**config.mk**
```make
export PLATFORM = sky130hd
export DESIGN_NAME = ovl_delta_mc_flat
export DESIGN_NICKNAME = d
export VERILOG_FILES = /design/src/rtl/ovl_delta_pkg.sv /design/src/rtl/ovl_delta_mc_if.sv /design/src/rtl/ovl_delta_ch.sv /design/src/rtl/ovl_delta_mc.sv /design/src/flat_wrapper.sv
export SDC_FILE = /design/constraint.sdc
export NUM_CORES = 1
export LEC_CHECK = 0
export BUFFER_PORTS_ARGS = -buffer_cell sky130_fd_sc_hd__buf_2
export CAP_MARGIN = 20
export CORE_ASPECT_RATIO = 0.6
export CORE_MARGIN = 2
export CORE_UTILIZATION = 45
export CTS_CLUSTER_DIAMETER = 80
export DETAILED_ROUTE_END_ITERATION = 10
export GPL_ROUTABILITY_DRIVEN = 0
export PLACE_DENSITY = 0.65
export SETUP_SLACK_MARGIN = 0.2
export SYNTH_ARGS = -nofsm -noshare
export SYNTH_HDL_FRONTEND = slang
export SYNTH_SLANG_ARGS = --single-unit
```
**constraint.sdc**
```tcl
create_clock -name clock -period 12 [get_ports clock]
set_clock_uncertainty 0.1 [all_clocks]
set_input_delay 2.4 -clock clock [delete_from_list [all_inputs] [get_ports clock]]
set_output_delay 2.4 -clock clock [all_outputs]
set_load 0.02 [all_outputs]
```
**src/rtl/ovl_delta_pkg.sv**
```systemverilog
// Shared types and arithmetic helpers for the multi-channel delta checker.
// Helpers take 32-bit operands so one definition serves any WIDTH up to 31.
package ovl_delta_pkg;

  typedef enum logic {
    IDLE  = 1'b0,
    ARMED = 1'b1
  } ch_state_e;

  localparam int unsigned ARG_W = 32;

  function automatic logic [ARG_W:0] delta_calc(
    input logic [ARG_W-1:0] value,
    input logic [ARG_W-1:0] prev,
    input int unsigned      width,
    input logic             wrap
  );
    logic [ARG_W:0] v;
    logic [ARG_W:0] p;
    logic [ARG_W:0] modulus;
    logic [ARG_W:0] d;
    v = {1'b0, value};
    p = {1'b0, prev};
    modulus = {{ARG_W{1'b0}}, 1'b1} << width;
    if (wrap) begin
      d = (v - p) & (modulus - 1'b1);
      if ((modulus - d) < d) d = modulus - d;
    end else begin
      d = (v >= p) ? (v - p) : (p - v);
    end
    return d;
  endfunction

  function automatic logic [ARG_W-1:0] sat_add(
    input logic [ARG_W-1:0] a,
    input logic [ARG_W-1:0] b,
    input int unsigned      width
  );
    logic [ARG_W:0] s;
    logic [ARG_W:0] lim;
    s   = {1'b0, a} + {1'b0, b};
    lim = ({{ARG_W{1'b0}}, 1'b1} << width) - 1'b1;
    return (s > lim) ? lim[ARG_W-1:0] : s[ARG_W-1:0];
  endfunction

endpackage

```
**src/rtl/ovl_delta_mc_if.sv**
```systemverilog
// Monitor bundle: sampled stimulus in, checker status out.
interface ovl_delta_mc_if #(
  parameter int NUM_CH    = 4,
  parameter int WIDTH     = 4,
  parameter int CNT_WIDTH = 8,
  parameter int FCW       = 2
);
  logic                      enable;
  logic [NUM_CH*WIDTH-1:0]   test_expr;
  logic                      clear;
  logic [NUM_CH-1:0]         fire;
  logic                      fire_any;
  logic                      sticky_err;
  logic [CNT_WIDTH-1:0]      err_count;
  logic [FCW-1:0]            first_ch;
  logic [CNT_WIDTH-1:0]      cov_changes;

  modport master (
    output enable, test_expr, clear,
    input  fire, fire_any, sticky_err,
    input  err_count, first_ch, cov_changes
  );

  modport slave (
    input  enable, test_expr, clear,
    output fire, fire_any, sticky_err,
    output err_count, first_ch, cov_changes
  );
endinterface

```
**src/rtl/ovl_delta_ch.sv**
```systemverilog
// One delta-checker channel: IDLE/ARMED tracking, prev register,
// combinational violation and legal-change flags for the current sample.
module ovl_delta_ch
  import ovl_delta_pkg::*;
#(
  parameter int WIDTH     = 4,
  parameter int MIN       = 2,
  parameter int MAX       = 4,
  parameter int WRAP_MODE = 0
) (
  input  logic             clock,
  input  logic             reset,
  input  logic             enable,
  input  logic [WIDTH-1:0] value,
  output logic             viol,
  output logic             legal
);

  ch_state_e        state;
  logic [WIDTH-1:0] prev;
  logic [ARG_W:0]   delta;
  logic             check;
  logic             nz;
  logic             oob;

  always_ff @(posedge clock or negedge reset) begin
    if (!reset) begin
      state <= IDLE;
      prev  <= '0;
    end else if (enable) begin
      state <= ARMED;
      prev  <= value;
    end else begin
      state <= IDLE;
    end
  end

  assign check = enable && (state == ARMED);
  assign delta = delta_calc(ARG_W'(value), ARG_W'(prev),
                            WIDTH, WRAP_MODE != 0);
  assign nz    = delta != '0;
  assign oob   = (delta < (ARG_W+1)'(MIN)) ||
                 (delta > (ARG_W+1)'(MAX));
  assign viol  = check && nz && oob;
  assign legal = check && nz && !oob;

endmodule

```
**src/rtl/ovl_delta_mc.sv**
```systemverilog
// Multi-channel delta checker top: fire flags, counters, first-fail capture.
// Define OVL_DELTA_COVER_EN to build the legal-change coverage counter.
module ovl_delta_mc
  import ovl_delta_pkg::*;
#(
  parameter int NUM_CH    = 4,
  parameter int WIDTH     = 4,
  parameter int MIN       = 2,
  parameter int MAX       = 4,
  parameter int WRAP_MODE = 0,
  parameter int CNT_WIDTH = 8
) (
  input logic           clock,
  input logic           reset,
  ovl_delta_mc_if.slave mon
);

  localparam int FCW = (NUM_CH > 1) ? $clog2(NUM_CH) : 1;

  if (MIN < 1 || MIN > MAX || WIDTH < 1 || WIDTH > 31 ||
      64'(MAX) > ((64'd1 << WIDTH) - 64'd1)) begin : g_bad_param
    $error("ovl_delta_mc: illegal MIN/MAX/WIDTH combination");
  end

  logic [NUM_CH-1:0] viol;
  logic [NUM_CH-1:0] legal;
  logic [FCW-1:0]    low;
  logic [ARG_W-1:0]  nviol;

  for (genvar i = 0; i < NUM_CH; i++) begin : g_ch
    ovl_delta_ch #(
      .WIDTH     (WIDTH),
      .MIN       (MIN),
      .MAX       (MAX),
      .WRAP_MODE (WRAP_MODE)
    ) u_ch (
      .clock  (clock),
      .reset  (reset),
      .enable (mon.enable),
      .value  (mon.test_expr[i*WIDTH +: WIDTH]),
      .viol   (viol[i]),
      .legal  (legal[i])
    );
  end

  // Scan downward so the lowest failing index is the one left standing.
  always_comb begin
    low = '0;
    for (int i = NUM_CH - 1; i >= 0; i--) begin
      if (viol[i]) low = FCW'(i);
    end
  end

  assign nviol = ARG_W'($countones(viol));

  always_ff @(posedge clock or negedge reset) begin
    if (!reset) begin
      mon.fire       <= '0;
      mon.fire_any   <= 1'b0;
      mon.sticky_err <= 1'b0;
      mon.err_count  <= '0;
      mon.first_ch   <= '0;
    end else begin
      mon.fire     <= viol;
      mon.fire_any <= |viol;
      if (mon.clear) begin
        mon.sticky_err <= 1'b0;
        mon.err_count  <= '0;
        mon.first_ch   <= '0;
      end else if (|viol) begin
        mon.sticky_err <= 1'b1;
        mon.err_count  <= CNT_WIDTH'(sat_add(ARG_W'(mon.err_count),
                                             nviol, CNT_WIDTH));
        if (!mon.sticky_err) mon.first_ch <= low;
      end
    end
  end

`ifdef OVL_DELTA_COVER_EN
  logic [ARG_W-1:0] nlegal;
  assign nlegal = ARG_W'($countones(legal));

  always_ff @(posedge clock or negedge reset) begin
    if (!reset) begin
      mon.cov_changes <= '0;
    end else if (mon.clear) begin
      mon.cov_changes <= '0;
    end else begin
      mon.cov_changes <= CNT_WIDTH'(sat_add(ARG_W'(mon.cov_changes),
                                            nlegal, CNT_WIDTH));
    end
  end
`else
  logic cov_unused;
  assign cov_unused      = ^legal;
  assign mon.cov_changes = '0;
`endif

endmodule

```
**src/flat_wrapper.sv**
```systemverilog
// flat-port wrapper written by rule: the top's interface ports become plain ports
module ovl_delta_mc_flat import ovl_delta_pkg::*;
#(
  parameter int NUM_CH    = 4,
  parameter int WIDTH     = 4,
  parameter int MIN       = 2,
  parameter int MAX       = 4,
  parameter int WRAP_MODE = 0,
  parameter int CNT_WIDTH = 8
)
  (clock, reset, mon_enable, mon_test_expr, mon_clear, mon_fire, mon_fire_any, mon_sticky_err, mon_err_count, mon_first_ch, mon_cov_changes);
  ovl_delta_mc_if #(.NUM_CH(NUM_CH), .WIDTH(WIDTH), .CNT_WIDTH(CNT_WIDTH), .FCW(2)) mon_i ();
  input logic clock;
  input logic reset;
  input wire logic [$bits(mon_i.enable)-1:0] mon_enable;
  input wire logic [$bits(mon_i.test_expr)-1:0] mon_test_expr;
  input wire logic [$bits(mon_i.clear)-1:0] mon_clear;
  output wire logic [$bits(mon_i.fire)-1:0] mon_fire;
  output wire logic [$bits(mon_i.fire_any)-1:0] mon_fire_any;
  output wire logic [$bits(mon_i.sticky_err)-1:0] mon_sticky_err;
  output wire logic [$bits(mon_i.err_count)-1:0] mon_err_count;
  output wire logic [$bits(mon_i.first_ch)-1:0] mon_first_ch;
  output wire logic [$bits(mon_i.cov_changes)-1:0] mon_cov_changes;
  assign mon_i.enable = mon_enable;
  assign mon_i.test_expr = mon_test_expr;
  assign mon_i.clear = mon_clear;
  assign mon_fire = mon_i.fire;
  assign mon_fire_any = mon_i.fire_any;
  assign mon_sticky_err = mon_i.sticky_err;
  assign mon_err_count = mon_i.err_count;
  assign mon_first_ch = mon_i.first_ch;
  assign mon_cov_changes = mon_i.cov_changes;
  ovl_delta_mc #(.NUM_CH(NUM_CH), .WIDTH(WIDTH), .MIN(MIN), .MAX(MAX), .WRAP_MODE(WRAP_MODE), .CNT_WIDTH(CNT_WIDTH)) u_core (.clock(clock), .reset(reset), .mon(mon_i));
endmodule
```
# Word level (Yosys, flattened, before mapping)

Cells that the tools add are included.

Bits in registers: 33
Bits of input ports: 20
Output and inout port bits: 24
Word-level logic and storage cells: 73

$add $sub $neg: 12
Order comparisons: 13
Equal/unequal tests: 1
Muxes and demuxes: 17
Reduce and logical (&&, ||, !) cells: 20

Operators by type and width:

| operator                                                                          | number |
|---|---|
| 33-bit by 3-bit greater-than comparator with 1-bit output (second input constant) | 4 |
| 33-bit by 2-bit less-than comparator with 1-bit output (second input constant)    | 4 |
| 33-bit 2-to-1 mux                                                                 | 4 |
| 33-bit nonzero test                                                               | 4 |
| 4-bit by 4-bit subtractor with 5-bit output                                       | 8 |
| 8-bit by 32-bit adder with 33-bit output                                          | 1 |
| 33-bit by 8-bit greater-than comparator with 1-bit output (second input constant) | 1 |
| 32-bit adder                                                                      | 1 |
| 8-bit 2-to-1 mux                                                                  | 3 |
| 4-bit >= comparator                                                               | 4 |
| 2-bit 2-to-1 mux                                                                  | 7 |
| 1-bit logical AND                                                                 | 9 |
| 1-bit by 1-bit adder with 2-bit output                                            | 2 |
| 1-bit logical OR                                                                  | 4 |
| 4-bit OR reduction                                                                | 1 |
| 1-bit 2-to-1 mux                                                                  | 3 |
| 2-bit inequality test (second input constant)                                     | 1 |
| 2-bit AND reduction                                                               | 1 |
| 2-bit nonzero test                                                                | 1 |

# Logic depth before layout (Yosys ltp)

Gate-level depths: netlist of run 1.

Depth in word-level cells: 12
Gate-level depth with buffers: 21
Mapped depth without buffers: 21

# By module

A second synthesis of run 1 with hierarchy kept.

Cells, all modules: 379
Area, all modules: 3320.7 µm²

By module, submodules not included:

| module                                  | times used | cells each | area each (µm²) | sequential area each (µm²) |
|---|---|---|---|---|
| ovl_delta_ch at u_core.g_ch[0].u_ch ... | 3          | 72         | 599.3           | 125.1 |
| ovl_delta_mc                            | 1          | 85         | 869.6           | 400.4 |
| ovl_delta_ch at u_core.g_ch[3].u_ch     | 1          | 78         | 653.1           | 125.1 |

# Least setup slack after synthesis of run 1

Ideal clock, no wire load.

Kind: input to register
Start: input mon_test_expr[0]
End: register u_core.mon.err_count[4]
Library setup time: 0.137 ns
Arrival time: 6.069 ns
Required time: 11.763 ns
Path slack: 5.694 ns
Stages: 19
Path buffers: 1
Path through: inv_1 -> ha_1 -> or3b_1 -> a21o_1 -> a21oi_2 -> mux2_4 -> nor3_1 -> nand2b_1 -> ha_1 -> ha_1 -> inv_1 -> fa_1 -> inv_1 -> fa_1 -> a21o_1 -> and4_1 -> clkbuf_1 -> a211oi_1 -> nor3_1

Word-level cells in the longest chain between the ends: 12
Elaborated cells between the ends (all ways): 19
Classes of those cells: add/sub (5); order compare (4); mux (4); reduce/logical (6)

Ends and longest elaborated chain:

| item                                                                               | line                  | text |
|---|---|---|
| start: declaration                                                                 | flat_wrapper.sv:16    | `input wire logic [$bits(mon_i.test_expr)-1:0] mon_test_expr;` |
| 4-bit by 4-bit subtractor with 5-bit output or 4-bit >= comparator (tied branches) | ovl_delta_pkg.sv:29   | `d = (v >= p) ? (v - p) : (p - v);` |
| 33-bit 2-to-1 mux *                                                                | ovl_delta_pkg.sv:29   |  |
| 33-bit by 2-bit less-than comparator with 1-bit output (tied with other cells)     | ovl_delta_ch.sv:42    | `assign oob = (delta < (ARG_W+1)'(MIN)) \|\|` |
| 1-bit logical OR or 1-bit logical AND (tied branches)                              | n/a                   |  |
| 1-bit logical AND *                                                                | ovl_delta_ch.sv:44    | `assign viol = check && nz && oob;` |
| 1-bit by 1-bit adder with 2-bit output (implied by the code)                       | ovl_delta_mc.sv:54    | `assign nviol = ARG_W'($countones(viol));` |
| 32-bit adder (implied by the code)                                                 | ovl_delta_mc.sv:54    |  |
| 8-bit by 32-bit adder with 33-bit output                                           | ovl_delta_pkg.sv:41   | `s = {1'b0, a} + {1'b0, b};` |
| 33-bit by 8-bit greater-than comparator with 1-bit output                          | ovl_delta_pkg.sv:43   | `return (s > lim) ? lim[ARG_W-1:0] : s[ARG_W-1:0];` |
| 8-bit 2-to-1 mux                                                                   | ovl_delta_pkg.sv:43   |  |
| 8-bit 2-to-1 mux                                                                   | ovl_delta_mc.sv:70    | `end else if (\|viol) begin` |
| 8-bit 2-to-1 mux                                                                   | ovl_delta_mc.sv:66    | `if (mon.clear) begin` |
| end signal: assignment                                                             | ovl_delta_mc.sv:72    | `mon.err_count <= CNT_WIDTH'(sat_add(ARG_W'(mon.err_count),` |
| end: declaration                                                                   | ovl_delta_mc_if.sv:27 | `output err_count, first_ch, cov_changes` |

Every way passes the cells marked *; elsewhere a longest branch is shown, timed or not. The select of a mux whose other input is x is not followed.
A chain may end at the register's enable or synchronous reset.

# Worst setup path after layout of run 1

Ends and elaborated chain as after synthesis.

==> results of run 1 <==
[power by group through the flow]
stage	Combinational, mW	Sequential, mW	Clock [mW]
6_report	0.172	0.134	0.0911
5_1_grt	0.197	0.136	0.0997
4_1_cts	0.171	0.134	0.0948
3_5_place_dp	0.170	0.136	0
3_3_place_gp	0.166	0.136	0
2_1_floorplan	0.119	0.145	0
[kinds of logic after synthesis]
kind of cell    share of synthesized area
simple gates                        0.136
mux                                0.0323
buf+inv                            0.0987
other cells                       0.00124
xor+xnor                           0.0174
flops                               0.274
compound gates                      0.201
fa+ha+maj                           0.240
[sequential cells by signal, indices dropped and copies added, names as in the netlist]
signal	count
u_core.g_ch.u_ch.prev	16
u_core.mon.first_ch	2
u_core.mon.fire	4
u_core.mon.sticky_err	1
u_core.mon.fire_any	1
u_core.mon.err_count	8
u_core.g_ch.u_ch.state	1
[worst paths after layout]
kind                                                         startpoint  depth (start not counted)                                      end  slack (ns)
worst max-delay path                                   mon_test_expr[0]                         19      u_core.mon.err_count[4]$_DFFE_PN0P_        5.60
worst min-delay path                  u_core.mon.sticky_err$_DFFE_PN0P_                          2        u_core.mon.sticky_err$_DFFE_PN0P_        0.42
worst max register to register  u_core.g_ch[0].u_ch.prev[1]$_DFFE_PN0P_                         18      u_core.mon.err_count[4]$_DFFE_PN0P_        7.45
worst min register to register        u_core.mon.sticky_err$_DFFE_PN0P_                          2        u_core.mon.sticky_err$_DFFE_PN0P_        0.42
max in group asynchronous                                         reset                          1  u_core.g_ch[2].u_ch.prev[1]$_DFFE_PN0P_        9.19
min in group asynchronous                                         reset                          1  u_core.g_ch[1].u_ch.prev[1]$_DFFE_PN0P_        2.08
[synth_stat cells (4+ instances only)]
cell      number  area (sq um)
ha_1          42           526
a211oi_1       6          45.0
xnor2_1        5          43.8
mux2i_1        6          60.1
o31ai_1        4          30.0
buf_4          8          60.1
nand3_1        6          30.0
o21ai_0       25           125
dfrtp_1       33           826
nor3_1         8          40.0
nor2_1        20          75.1
o21a_1         4          30.0
a21o_1         8          60.1
nand2b_1       6          37.5
inv_1         53           199
a21oi_1       21           105
o211ai_1       4          30.0
clkbuf_1       6          22.5
nand2_1       33           124
fa_1          10           200
[cell type report]
class | count | area share
Clock buffer | 6 | 0.0249
Multi-Input combinational cell | 254 | 0.579
Clock inverter | 1 | 0.00226
Timing Repair Buffer | 35 | 0.0528
Sequential cell | 33 | 0.249
Inverter | 53 | 0.0599
Tap cell | 87 | 0.0328
[stage by stage]
| stage | setup slack (ns) | utilization | power (mW) |
|---|---|---|---|
| after floorplan | 5.69 | - | 0.264 |
| after global placement | 5.43 | 0.490 | 0.303 |
| after detailed placement | 5.33 | 0.490 | 0.306 |
| after CTS | 5.61 | 0.504 | 0.400 |
| after global routing | 5.31 | 0.504 | 0.432 |
| final | 5.60 | 0.504 | 0.397 |
[per-layer routing]
layer	routed length, um	part of all wire	GRT usage
met2	2450	0.39	0.269
met5	0	0	0
met1	3380	0.54	0.278
met3	366	0.058	0.0502
met4	66	0.011	0.0538
[critical path, delay by kind of cell]
kind	cells	cell delay [ns]
compound gates	4	0.80
mux	1	0.31
simple gates	5	1.20
fa+ha+maj	5	1.52
buf+inv	4	0.26
==> impl_metrics.env, run 1 <==
export IMPL_outcome="finished clean"
export IMPL_via_per_inst=5.18
export IMPL_cpMaxStageDelayCell="fa_1"
export IMPL_fin_tns_setup_ns=0
export IMPL_dieWidth_um=110
export IMPL_synth_edff_count=0
export IMPL_placed_cells=462
export IMPL_critPathRequiredTime_ns=12.08
export IMPL_ir_drop_v=0.0000645
export IMPL_crit_path_end_kind="flip-flop"
export IMPL_grt_antenna_before_repair=0
export IMPL_mostFrequentLayoutCells="53 x inv_1, 42 x ha_1, 35 x buf_2, 33 x nand2_1, 33 x dfrtp_1"
export IMPL_syn_inst=349
export IMPL_drt_pass1_iterations=4
export IMPL_p_per_area_mw_per_mm2=119
export IMPL_syn_avg_cell_area_sq_um=8.65
export IMPL_synth_cell_types=53
export IMPL_final_min_period_over_clock_period=0.534
export IMPL_cts_resized=0
export IMPL_layout_commonest_cell="inv_1"
export IMPL_tightest_slew_ns=0.811
export IMPL_rsz0062_at_grt="false"
export IMPL_min_period_ns=6.40
export IMPL_grt_max_degree=36
export IMPL_p_sw_uw=157
export IMPL_start_util=0.458
export IMPL_grt_use_total=0.188
export IMPL_clockBufferDepth=2
export IMPL_drv_slew=0
export IMPL_place_area_sq_mm=0.00323
export IMPL_postCtsHoldBufs=0
export IMPL_fin_cells=469
export IMPL_power_frac_clock=0.230
export IMPL_ys_seq_elements=33
export IMPL_cts_buffers_inserted=5
export IMPL_io_buffers=35
export IMPL_cts_root_buf="clkbuf_8"
export IMPL_ios=44
export IMPL_leakagePower_nw=1.72
export IMPL_grt_pass1_vias=2280
export IMPL_combPwrFrac=0.433
export IMPL_async_flop_share=1.00
export IMPL_grt_pass1_wl_um=10700
export IMPL_hold_viol_final=0
export IMPL_wl_per_cell_um=13.4
export IMPL_first_iter_violations=166
export IMPL_synthToLayoutAreaGrowth_pct=9.99
export IMPL_synthesis_area_sq_mm=0.00302
export IMPL_place_hpwl_um=4820
export IMPL_multi_input_area_sq_mm=0.00192
export IMPL_diodes=0
export IMPL_nFillCells=627
export IMPL_cp_slowest_stage_delay_ns=0.47
export IMPL_core_sq_mm=0.00659
export IMPL_switching_share=0.396
export IMPL_ys_seq_area_frac=0.274
export IMPL_clock_latency_ns=0.30
export IMPL_worstPathCellList="buf_2, inv_1, ha_1, or3b_1, a21o_1, a21oi_2, mux2_4, nor3_1, nand2b_1, ha_1, ha_1, inv_1, fa_1, inv_1, fa_1, a21o_1, and4_1, a211oi_1, nor3_1"
export IMPL_ant_nets=0
export IMPL_clkSinkCount=33
export IMPL_path_clk_slew_ns=0.07
export IMPL_setup_viol=0
export IMPL_pwr_share_seq=0.337
export IMPL_criticalPathCategory="in -> reg"
export IMPL_gr_total_overflow=0
export IMPL_holdCritPathClass="reg -> reg"
export IMPL_ys_flop_type="dfrtp_1"
export IMPL_post_route_drc_count=0
export IMPL_num_vias=2431
export IMPL_dieArea_sq_mm=0.00740
export IMPL_p_int_uw=239
export IMPL_nets=454
export IMPL_maxCapViolations=0
export IMPL_fin_area_sq_mm=0.00332
export IMPL_seq_area_sq_um=826
export IMPL_yosysWarningCount=0
export IMPL_drive_gt1_frac=0.134
export IMPL_maxSlewHeadroom=0.459
export IMPL_die_h_um=67.4
export IMPL_post_cts_buffers=0
export IMPL_row_count=23
export IMPL_wirelength_um=6270
export IMPL_hold_slack_ns=0.422
export IMPL_startpoint_type="primary input"
export IMPL_fmax_mhz=156
export IMPL_arrival_ns=6.48
export IMPL_htreeDepth=2
export IMPL_cts_tree="yes"
export IMPL_crit_fanout=6
No activity file was read; power rests on OpenSTA's default activity.
==> run 2: changes to the inputs <==
clock period = 6 ns   (was 12 ns; I/O delays follow)
==> run 2 against run 1 <==
Clock-buffer cell count stayed put. Combinational power increased by 98%. Routed wire length fell by 0.51%. Non-clock buffer count rose by 1. Die area unchanged. Critical path type unchanged. Largest cell class unchanged.
==> impl_metrics.env, run 2 (same netlist as run 1, synthesis figures left out) <==
export IMPL_grt_use_met3=0.0483
export IMPL_first_iter_violations=169
export IMPL_clkSinkCount=33
export IMPL_fin_area_sq_mm=0.00336
export IMPL_grt_antenna_before_repair=0
export IMPL_path_clk_slew_ns=0.07
export IMPL_maxSlewHeadroom=0.460
export IMPL_grt_max_degree=34
export IMPL_mostFrequentLayoutCells="53 x inv_1, 42 x ha_1, 35 x buf_2, 33 x nand2_1, 33 x dfrtp_1"
export IMPL_cts_tree="yes"
export IMPL_grt_pass1_wl_um=10500
export IMPL_p_int_uw=522
export IMPL_cts_root_buf="clkbuf_8"
export IMPL_io_buffers=35
export IMPL_critPathRequiredTime_ns=6.08
export IMPL_ios=44
export IMPL_p_sw_uw=313
export IMPL_maxCapViolations=0
export IMPL_p_per_area_mw_per_mm2=249
export IMPL_drive_gt1_frac=0.138
export IMPL_holdCritPathClass="reg -> reg"
export IMPL_hold_viol_final=0
export IMPL_dieArea_sq_mm=0.00740
export IMPL_ant_nets=0
export IMPL_clockBufferDepth=2
export IMPL_rsz0062_at_grt="false"
export IMPL_post_route_drc_count=0
export IMPL_whs_path_depth=2
export IMPL_cts_resized=0
export IMPL_ir_drop_v=0.000101
export IMPL_postCtsHoldBufs=0
export IMPL_outcome="finished clean"
export IMPL_htreeDepth=2
export IMPL_pwr_share_seq=0.320
export IMPL_wirelength_um=6240
export IMPL_drt_pass1_iterations=4
export IMPL_switching_share=0.375
export IMPL_crit_path_end_kind="flip-flop"
export IMPL_startpoint_type="primary input"
export IMPL_die_h_um=67.4
export IMPL_clock_latency_ns=0.30
export IMPL_grt_util_met2=0.267
export IMPL_setup_viol=0
export IMPL_place_hpwl_um=4900
export IMPL_tightest_slew_ns=0.810
export IMPL_start_util=0.458
export IMPL_num_vias=2425
export IMPL_r2r_cells=18
export IMPL_combPwrFrac=0.407
export IMPL_min_period_ns=5.20
export IMPL_grt_pass1_vias=2221
export IMPL_met1_usage=0.269
export IMPL_post_cts_buffers=0
export IMPL_cts_buffers_inserted=5
export IMPL_nets=455
export IMPL_nFillCells=625
export IMPL_drv_slew=0
export IMPL_arrival_ns=5.28
export IMPL_gr_total_overflow=0
export IMPL_row_count=23
export IMPL_core_sq_mm=0.00659
export IMPL_crit_fanout=6
export IMPL_regMostFlops="u_core.g_ch.u_ch.prev"
export IMPL_grt_use_total=0.185
export IMPL_fmax_mhz=192
export IMPL_wl_per_cell_um=13.2
export IMPL_synthToLayoutAreaGrowth_pct=11.2
export IMPL_leakagePower_nw=1.74
export IMPL_dieWidth_um=110
export IMPL_diodes=0
export IMPL_final_min_period_over_clock_period=0.867
export IMPL_largestRegisters="u_core.g_ch.u_ch.prev (16), u_core.mon.err_count (8), u_core.mon.fire (4)"
export IMPL_layout_commonest_cell="inv_1"
export IMPL_grt_busiest_layer="met1"
export IMPL_place_area_sq_mm=0.00324
export IMPL_criticalPathCategory="in -> reg"
export IMPL_via_per_inst=5.15
export IMPL_final_util=0.509
export IMPL_largest_register_ffs=16
export IMPL_fin_tns_setup_ns=0
export IMPL_power_frac_clock=0.273
-- run 2: changes by cell type in the layout (fill, tap and decap cells not counted) --
cell / delta
buf_4: +1
bufinv_16: +1
-- run 2: critical path, cell delays in order --
cell and delay [ns]:
buf_2 0.10, inv_1 0.04, ha_1 0.34, or3b_1 0.43
a21o_1 0.19, a21oi_2 0.14, mux2_4 0.31, nor3_1 0.30
nand2b_1 0.16, ha_1 0.13, ha_1 0.13, inv_1 0.04
fa_1 0.48, inv_1 0.07, fa_1 0.45, a21o_1 0.23
and4_1 0.26, a211oi_1 0.19, nor3_1 0.08
-- run 2: power by group through the flow --
stage                     Clock, mW  Sequential [mW]  Combinational, mW
final                         0.228            0.268              0.340
after global routing          0.247            0.272              0.385
after CTS                     0.237            0.268              0.341
after detailed placement          0            0.273              0.338
after global placement            0            0.272              0.333
after floorplan                   0            0.290              0.238
-- run 2: stage by stage --
stage          std cells  power, mW  hold slack, ns  worst slack (ns)
5_1_grt              471      0.903           0.498             0.484
6_report             471      0.836           0.426             0.796
3_5_place_dp         463      0.611           0.412             0.485
4_1_cts              471      0.846           0.432             0.802
2_1_floorplan        356      0.529           0.423             0.894
3_3_place_gp         463      0.606           0.394             0.634
-- run 2: layer usage --
layer  routed length, um  up-vias
met1                3320     1113
li1                    -     1237
met3                 395        7
met4                  61        0
met2                2460       68
met5                   0        -
-- run 2: worst paths after layout --
check	start	endpoint	slack, ns
hold reg to reg	u_core.mon.sticky_err$_DFFE_PN0P_	u_core.mon.sticky_err$_DFFE_PN0P_	0.43
min in group asynchronous	reset	u_core.g_ch[3].u_ch.prev[0]$_DFFE_PN0P_	0.89
hold / removal	u_core.mon.sticky_err$_DFFE_PN0P_	u_core.mon.sticky_err$_DFFE_PN0P_	0.43
setup reg to reg	u_core.g_ch[0].u_ch.prev[1]$_DFFE_PN0P_	u_core.mon.err_count[4]$_DFFE_PN0P_	1.46
setup / recovery	mon_test_expr[0]	u_core.mon.err_count[4]$_DFFE_PN0P_	0.80
max in group asynchronous	reset	u_core.g_ch[2].u_ch.prev[3]$_DFFE_PN0P_	4.40
-- run 2: final cells by class --
| type | instances | area (sq um) | share of cell area |
|---|---|---|---|
| multi-input cells | 254 | 1920 | 0.572 |
| flip-flops and latches | 33 | 826 | 0.246 |
| inverters | 53 | 199 | 0.0593 |
| repair buffers | 36 | 183 | 0.0544 |
| well taps | 87 | 109 | 0.0324 |
| clock buffers | 6 | 82.6 | 0.0246 |
| clock inverters | 2 | 37.5 | 0.0112 |
